--- src/rtl/addsub_share_ctrl.sv ---
// rtl/addsub_share_ctrl.sv - two-requester arbiter and sequencer for a shared 16-bit saturating add/sub unit
module addsub_share_ctrl #(
  parameter bit FIXED_PRIO = 1'b0,
  parameter int CNT_W      = 8
) (
  input  logic             clk,
  input  logic             rst,
  input  logic             req0_valid,
  output logic             req0_ready,
  input  logic [15:0]      req0_A,
  input  logic [15:0]      req0_B,
  input  logic             req0_sub,
  input  logic             req1_valid,
  output logic             req1_ready,
  input  logic [15:0]      req1_A,
  input  logic [15:0]      req1_B,
  input  logic             req1_sub,
  output logic             rsp0_valid,
  input  logic             rsp0_ready,
  output logic             rsp1_valid,
  input  logic             rsp1_ready,
  output logic [15:0]      rsp_sum,
  output logic             rsp_ovfl,
  output logic [15:0]      au_A,
  output logic [15:0]      au_B,
  output logic             au_sub,
  input  logic [15:0]      au_Sum,
  input  logic             au_Ovfl,
  input  logic             clr_cnt,
  output logic [CNT_W-1:0] ovfl_cnt
);

  typedef enum logic [1:0] {IDLE, EXEC, RESP} state_t;

  state_t state;
  state_t state_nxt;
  logic   owner;
  logic   last_grant;
  logic   winner;
  logic   accept;

  // Tie-break: fixed priority favours requester 0, round-robin favours whoever was not granted last.
  always_comb begin
    winner = 1'b0;
    if (req0_valid && req1_valid) begin
      winner = FIXED_PRIO ? 1'b0 : ~last_grant;
    end else begin
      winner = ~req0_valid;
    end
  end

  // Next-state and handshake outputs; the response is offered only to the owner of the op.
  always_comb begin
    state_nxt  = state;
    accept     = 1'b0;
    req0_ready = 1'b0;
    req1_ready = 1'b0;
    rsp0_valid = 1'b0;
    rsp1_valid = 1'b0;
    case (state)
      IDLE: begin
        if (req0_valid || req1_valid) begin
          accept     = 1'b1;
          req0_ready = ~winner;
          req1_ready = winner;
          state_nxt  = EXEC;
        end
      end
      EXEC: begin
        state_nxt = RESP;
      end
      RESP: begin
        rsp0_valid = ~owner;
        rsp1_valid = owner;
        if (owner ? rsp1_ready : rsp0_ready) begin
          state_nxt = IDLE;
        end
      end
      default: begin
        state_nxt = IDLE;
      end
    endcase
  end

  // State register.
  always_ff @(posedge clk) begin
    if (rst) begin
      state <= IDLE;
    end else begin
      state <= state_nxt;
    end
  end

  // Operand registers double as the shared-unit drive, so they stay put through EXEC and RESP.
  always_ff @(posedge clk) begin
    if (rst) begin
      au_A       <= 16'h0000;
      au_B       <= 16'h0000;
      au_sub     <= 1'b0;
      owner      <= 1'b0;
      last_grant <= 1'b1;
    end else if (accept) begin
      au_A       <= winner ? req1_A : req0_A;
      au_B       <= winner ? req1_B : req0_B;
      au_sub     <= winner ? req1_sub : req0_sub;
      owner      <= winner;
      last_grant <= winner;
    end
  end

  // Capture the unit's combinational result at the end of EXEC; held until the next capture.
  always_ff @(posedge clk) begin
    if (rst) begin
      rsp_sum  <= 16'h0000;
      rsp_ovfl <= 1'b0;
    end else if (state == EXEC) begin
      rsp_sum  <= au_Sum;
      rsp_ovfl <= au_Ovfl;
    end
  end

  // Saturating overflow counter; a clear beats a same-cycle increment.
  always_ff @(posedge clk) begin
    if (rst || clr_cnt) begin
      ovfl_cnt <= '0;
    end else if ((state == EXEC) && au_Ovfl && (ovfl_cnt != {CNT_W{1'b1}})) begin
      ovfl_cnt <= ovfl_cnt + {{(CNT_W-1){1'b0}}, 1'b1};
    end
  end

endmodule

--- config.mk ---
export PLATFORM = sky130hd
export DESIGN_NAME = addsub_share_ctrl
export DESIGN_NICKNAME = d
export VERILOG_FILES = /design/src/rtl/addsub_share_ctrl.sv
export SDC_FILE = /design/constraint.sdc
export NUM_CORES = 1
export LEC_CHECK = 0
export CAP_MARGIN = 20
export CORE_MARGIN = 1.5
export CORE_UTILIZATION = 40
export CTS_CLUSTER_DIAMETER = 80
export DETAILED_ROUTE_END_ITERATION = 7
export PLACE_DENSITY = 0.8
export SLEW_MARGIN = 20
export SYNTH_ARGS = -nofsm -noshare
export SYNTH_HDL_FRONTEND = slang
export SYNTH_SLANG_ARGS = --single-unit
export TNS_END_PERCENT = 20
--- constraint.sdc ---
create_clock -name clk -period 1.9 [get_ports clk]
set_clock_uncertainty 0.2 [all_clocks]
set_input_delay 0.38 -clock clk [delete_from_list [all_inputs] [get_ports clk]]
set_output_delay 0.38 -clock clk [all_outputs]
set_load 0.01 [all_outputs]
==> results of run 1 <==
[area by class of cell]
class                   count  share of cell area, %
repair buffers            170                  34.86
multi-input cells         245                  32.83
flip-flops and latches     62                  25.36
clock buffers              12                  2.945
well taps                  99                  2.513
clock inverters             4                  1.422
inverters                   1                0.07616
[per-stage QoR]
| stage | power (mW) | setup slack [ns] | util (%) | hold slack (ns) |
|---|---|---|---|---|
| after floorplan | 2.042 | 0.1584 | - | 0.2619 |
| after global placement | 2.546 | -0.5282 | 63.50 | 0.2409 |
| after detailed placement | 2.572 | -0.5837 | 63.50 | 0.2455 |
| after CTS | 3.866 | -0.04118 | 67.16 | 0.2530 |
| after global routing | 4.022 | -0.01228 | 67.59 | 0.2685 |
| final | 3.852 | 0.02676 | 67.59 | 0.2534 |
[worst paths after layout]
path / end / slack, ns / depth (start not counted)
worst max-delay path: rsp1_valid / 0.03 / 3
worst min-delay path: rsp_sum[5] / 0.25 / 2
worst max register to register: ovfl_cnt[3] / 0.21 / 4
worst min register to register: rsp_sum[5] / 0.25 / 2
[cells by family after synthesis]
logic type / count (synthesis) / synth area share (%)
multiplexers: 5 / 1.658
AND/OR/NAND/NOR: 107 / 17.24
buffers and inverters: 38 / 6.465
flip-flops: 62 / 41.11
adder cells (fa/ha/maj): 1 / 0.4144
AO/OA/AOI/OAI: 131 / 33.11
[cells in the mapped netlist, drive strengths merged (3+ instances only)]
master	n	area [um2]
nand3	35	175.2
or3	3	18.77
buf	18	120.1
o21ai	33	165.2
and3	4	25.02
a21oi	55	275.3
dfxtp	62	1241
nor2	6	22.52
a211oi	5	37.54
mux2i	5	50.05
nand2	41	153.9
clkbuf	19	71.32
a311oi	34	485.5
a41oi	3	26.28
[power groups by stage]
stage / clock, mW / sequential [mW] / combinational (mW)
global placement: 0 / 1.52 / 1.02
detailed placement: 0 / 1.52 / 1.05
finish: 1.26 / 1.50 / 1.09
global route: 1.34 / 1.51 / 1.17
CTS: 1.28 / 1.50 / 1.09
floorplan: 0 / 1.57 / 0.474
[state kept, by name, summed over array words and instances (netlist names)]
register and count:
au_A 16, au_B 16, au_sub 1, last_grant 1
ovfl_cnt 8, owner 1, rsp_ovfl 1, rsp_sum 16
state 2
[critical path: stages, from the launching register on]
cell           delay (ns)
dfxtp_2              0.34
buf_4                0.15
and3b_1              0.21
dlygate4sd2_1        0.27
[metal layers]
metal / wire, um / GRT usage [%] / up-vias
met1: 3881 / 25.96 / 1521
met3: 744 / 5.838 / 21
li1: - / - / 1572
met2: 4935 / 43.89 / 139
met4: 203 / 10.32 / 0
met5: 0 / 0 / -
[what timing repair did]
item / CTS / global route
pin swaps: 1 / 2
setup buffers: 2 / 0
resized for setup: 19 / 12
gates cloned: 1 / 0
setup endpoints to repair: 41 / 38
==> results.md, run 1 <==
* FF+latch count, synth at 62
* Pwr Density at 781.7 mW/mm2
* Largest net degree at the start of global routing at 37
* Initial antenna violation count at 0
* Number of enable flip-flop cells after synthesis at 0
* DP HPWL at 6.791 mm
* Sequential power share at 38.9%
* Detailed-route DRC error count at 0
* HP Start: rsp_sum[5]
* Fin nets at 580
* Final-layout fill cell count at 597
* Global route overflow at 0
* Unrepaired setup endpoints after global routing: yes
* Initial DRC Count at 105
* Worst-path clk slew at 0.06 ns
* Synth-to-Final Area Change at 63.24%
* Cts hold-fix bufs at 0
* Max Freq at 533.8 MHz
* Commonest cells after routing, fill and taps aside: clkdlybuf4s50_1 (141), dfxtp_1 (55), a21oi_1 (54), nand2_1 (40), nand3_1 (35)
* CP arrival at 1.29 ns
* Detail Route Antenna Nets at 0
* I/O Pins at 152
* PortBufs at 151
* Reg area at 0.001250 mm2
* Crit Reg-Reg Startpoint: ovfl_cnt[0]
* Comb pwr share at 28.4%
* Int Power at 2.793 mW
* Core box area at 0.007292 mm2
* Syn_nets at 435
* Die width at 89.88 um
* Placed instance area at 0.004631 mm2
* Crit. End Element: output pin
* Clock power share at 32.7%
* Rows at 31
* First-pass GRT wire length at 15.64 mm
* Crit-path max FO at 6
* Startpoint Class: register
* Worst setup path category: register to output pin
* Min Tclk post-route at 1.873 ns
* Vias in the first global route at 3,267
* Post-route setup TNS at 0 ns
* Most common cell after layout, fill and taps aside: clkdlybuf4s50_1
* Worst Path Required at 1.32 ns
* Avg Cell Area, Syn at 8.777 um2
* Post-synthesis sequential area ratio at 41.11%
* Worst Tran Pin Value at 0.6442 ns
* Routed wire per std cell at 16.47 um
* Vias at 3,253
* Top FF cell, synth: dfxtp_1
* Diodes inserted at 0
* Clk_lat worst skew at 0.33 ns
* Ys async rst share at 0%
* Sw Share at 27.49%
* Mapped Area at 0.003019 mm2
* Placer congestion estimate at 0.9381
* H-tree depth at 3
* NetSw at 1.059 mW
* Area of the multi-input gates at 0.001618 mm2
* CTS tree: built
* Die area at 0.008078 mm2
* Final Setup Violations at 0
* Max clock buf depth at 2
* Final hold vios at 0
* Outcome: completed
* Number of CTS-inserted buffers at 9
* Final WL at 9.765 mm
* Final worst path period share at 98.59%
* HP Class: register to register
* Rel. slew slack at 57.05%
* Drt via density at 5.486
* Max-slew violations at 0
* GRT Total Usage at 23.90%
* Leakage at 1.793 nW
* Synthesis Warnings at 0
* Fin cells at 593
* Placed Cells at 574
* Root buf cell: clkbuf_8
* Post-Syn Instances at 344
* Clock Sinks at 62
* Fin area at 0.004928 mm2
* Detailed Routing Iterations Pass 1 at 4
* MaxCap Viol Count at 0
* Synth unique cells at 33
* Worst IR drop on VDD at 0.0003114 V
* Share of cells above drive strength 1 at 16.80%
* Critical Path Source: state[0]
* Chip height at 89.88 um
* Starting Density at 41.40%
Power figures use the tool's default switching activity.
==> run 2: changes to the inputs <==
HOLD_SLACK_MARGIN = 0.08   (was unset)
SKIP_CTS_REPAIR_TIMING = 1   (was unset)
==> run 2 against run 1 <==
Power fell by 1.0%. Critical endpoint is now ovfl_cnt[2]. Final cell count fell by 0.17%. Clock power about the same.
==> results.md, run 2 (synthesized netlist as in run 1, its figures left out) <==
* Reg area at 0.001249 mm2
* Starting Density at 41.40%
* Grt met1 use at 26.12%
* Drt via density at 5.507
* Gr busiest metal: met2
* CP arrival at 1.28 ns
* Initial DRC Count at 98
* Share of cells above drive strength 1 at 15.62%
* Crit. End Element: output pin
* Outcome: completed
* MaxCap Viol Count at 0
* Max-slew violations at 0
* CP Cell Sequence: clkdlybuf4s50_1
* H-tree depth at 3
* Top Registers: au_A (16), au_B (16), rsp_sum (16)
* Synth-to-Final Area Change at 61.62%
* Max Freq at 536.9 MHz
* Rel. slew slack at 56.98%
* Detailed Routing Iterations Pass 1 at 4
* GRT Total Usage at 23.32%
* Vias in the first global route at 3,205
* Dpl ws at -0.5837 ns
* I/O Pins at 152
* Fin area at 0.004880 mm2
* Chip height at 89.88 um
* Cell family with most CP delay: buffers and inverters
* Leakage at 1.792 nW
* Worst-path clk slew at 0.07 ns
* Root buf cell: clkbuf_8
* Hold WS at 0.2537 ns
* Slowest cell on crit path: clkdlybuf4s50_1
* Final WL at 9.688 mm
* Routed wire per std cell at 16.36 um
* Min Tclk post-route at 1.862 ns
* Core box area at 0.007292 mm2
* Placer congestion estimate at 0.9381
* Final Setup Violations at 0
* Most common cell after layout, fill and taps aside: clkdlybuf4s50_1
* Commonest cells after routing, fill and taps aside: clkdlybuf4s50_1 (142), dfxtp_1 (56), a21oi_1 (55), nand2_1 (41), nand3_1 (35)
* Number of CTS-inserted buffers at 9
* Largest net degree at the start of global routing at 36
* Worst Path Required at 1.32 ns
* Clock Sinks at 62
* Buffer and inverter count on the worst path at 1
* Vias at 3,260
* Worst IR drop on VDD at 0.0003265 V
* Detail Route Antenna Nets at 0
* Placed Cells at 574
* Area of the multi-input gates at 0.001604 mm2
* Global route overflow at 0
* Unrepaired setup endpoints after global routing: yes
* Max clock buf depth at 2
* PortBufs at 151
* Worst Tran Pin Value at 0.6453 ns
* Pwr Density at 781.3 mW/mm2
* Final worst path period share at 98.02%
* Die width at 89.88 um
* Final hold vios at 0
* Crit-path max FO at 8
* DP HPWL at 6.791 mm
* Diodes inserted at 0
* Startpoint Class: register
* M2 GR Usage at 41.60%
* Rows at 31
* Die area at 0.008078 mm2
* Initial antenna violation count at 0
* Met3 GRT Util at 5.922%
* Delay of the slowest critical-path stage at 0.56 ns
* Setup slack after layout at 0.03762 ns
* Fin nets at 579
* Detailed-route DRC error count at 0
* CTS tree: built
* Clk_lat worst skew at 0.33 ns
* HP Class: register to register
* Final-layout fill cell count at 607
* Placed instance area at 0.004631 mm2
* Worst setup path category: register to output pin
* Fin cells at 592
* First-pass GRT wire length at 15.35 mm
==> run 2: final cells by class <==
cell class | count | share of cell area, %
tap | 99 | 2.538
clock inverter | 4 | 1.436
clock buffer | 12 | 2.974
inverter | 1 | 0.07692
sequential | 62 | 25.59
multi-input combinational | 245 | 32.87
timing repair buffer | 169 | 34.51
==> run 2: metal layers <==
layer  vias up  wire [um]
li1       1570          -
met1      1519       3857
met2       155       4912
met3        16        730
met4         0        188
met5         -          0
==> run 2: worst reg2reg max path, cell delays in order, from the launching register on <==
cell and delay, ns:
dfxtp_1 0.35, nand2b_1 0.16, buf_4 0.12, buf_4 0.30, nand3_1 0.19, a311oi_2 0.28
==> run 2: path summary, 6_finish.rpt <==
kind	start	end	slack, ns	depth (start not counted)
max reg2reg	last_grant	au_A[8]	0.21	5
min reg2reg	rsp_sum[12]	rsp_sum[12]	0.25	2
max	ovfl_cnt[2]	ovfl_cnt[2]	0.04	1
min	rsp_sum[12]	rsp_sum[12]	0.25	2
==> run 2: per-stage QoR <==
stage | setup TNS, ns | power, mW | utilization (%)
6_report | 0 | 3.813 | 66.92
4_1_cts | -8.327 | 3.830 | 66.46
5_1_grt | -0.01432 | 3.988 | 66.92
2_1_floorplan | 0 | 2.042 | -
3_5_place_dp | -19.37 | 2.572 | 63.50
3_3_place_gp | -18.22 | 2.546 | 63.50
==> run 2: power by group <==
group | internal [mW] | total, mW | switching [mW] | leakage (nW)
logic | 0.572 | 1.06 | 0.485 | 1.17
clock network | 0.771 | 1.26 | 0.488 | 0.110
registers | 1.42 | 1.50 | 0.0727 | 0.514
total | 2.77 | 3.81 | 1.05 | 1.79
==> run 3: changes to the inputs <==
SLEW_MARGIN = unset   (was 20)
==> results of run 3 <==
Same layout as run 2: the final DEF is identical, and so are final timing and power.
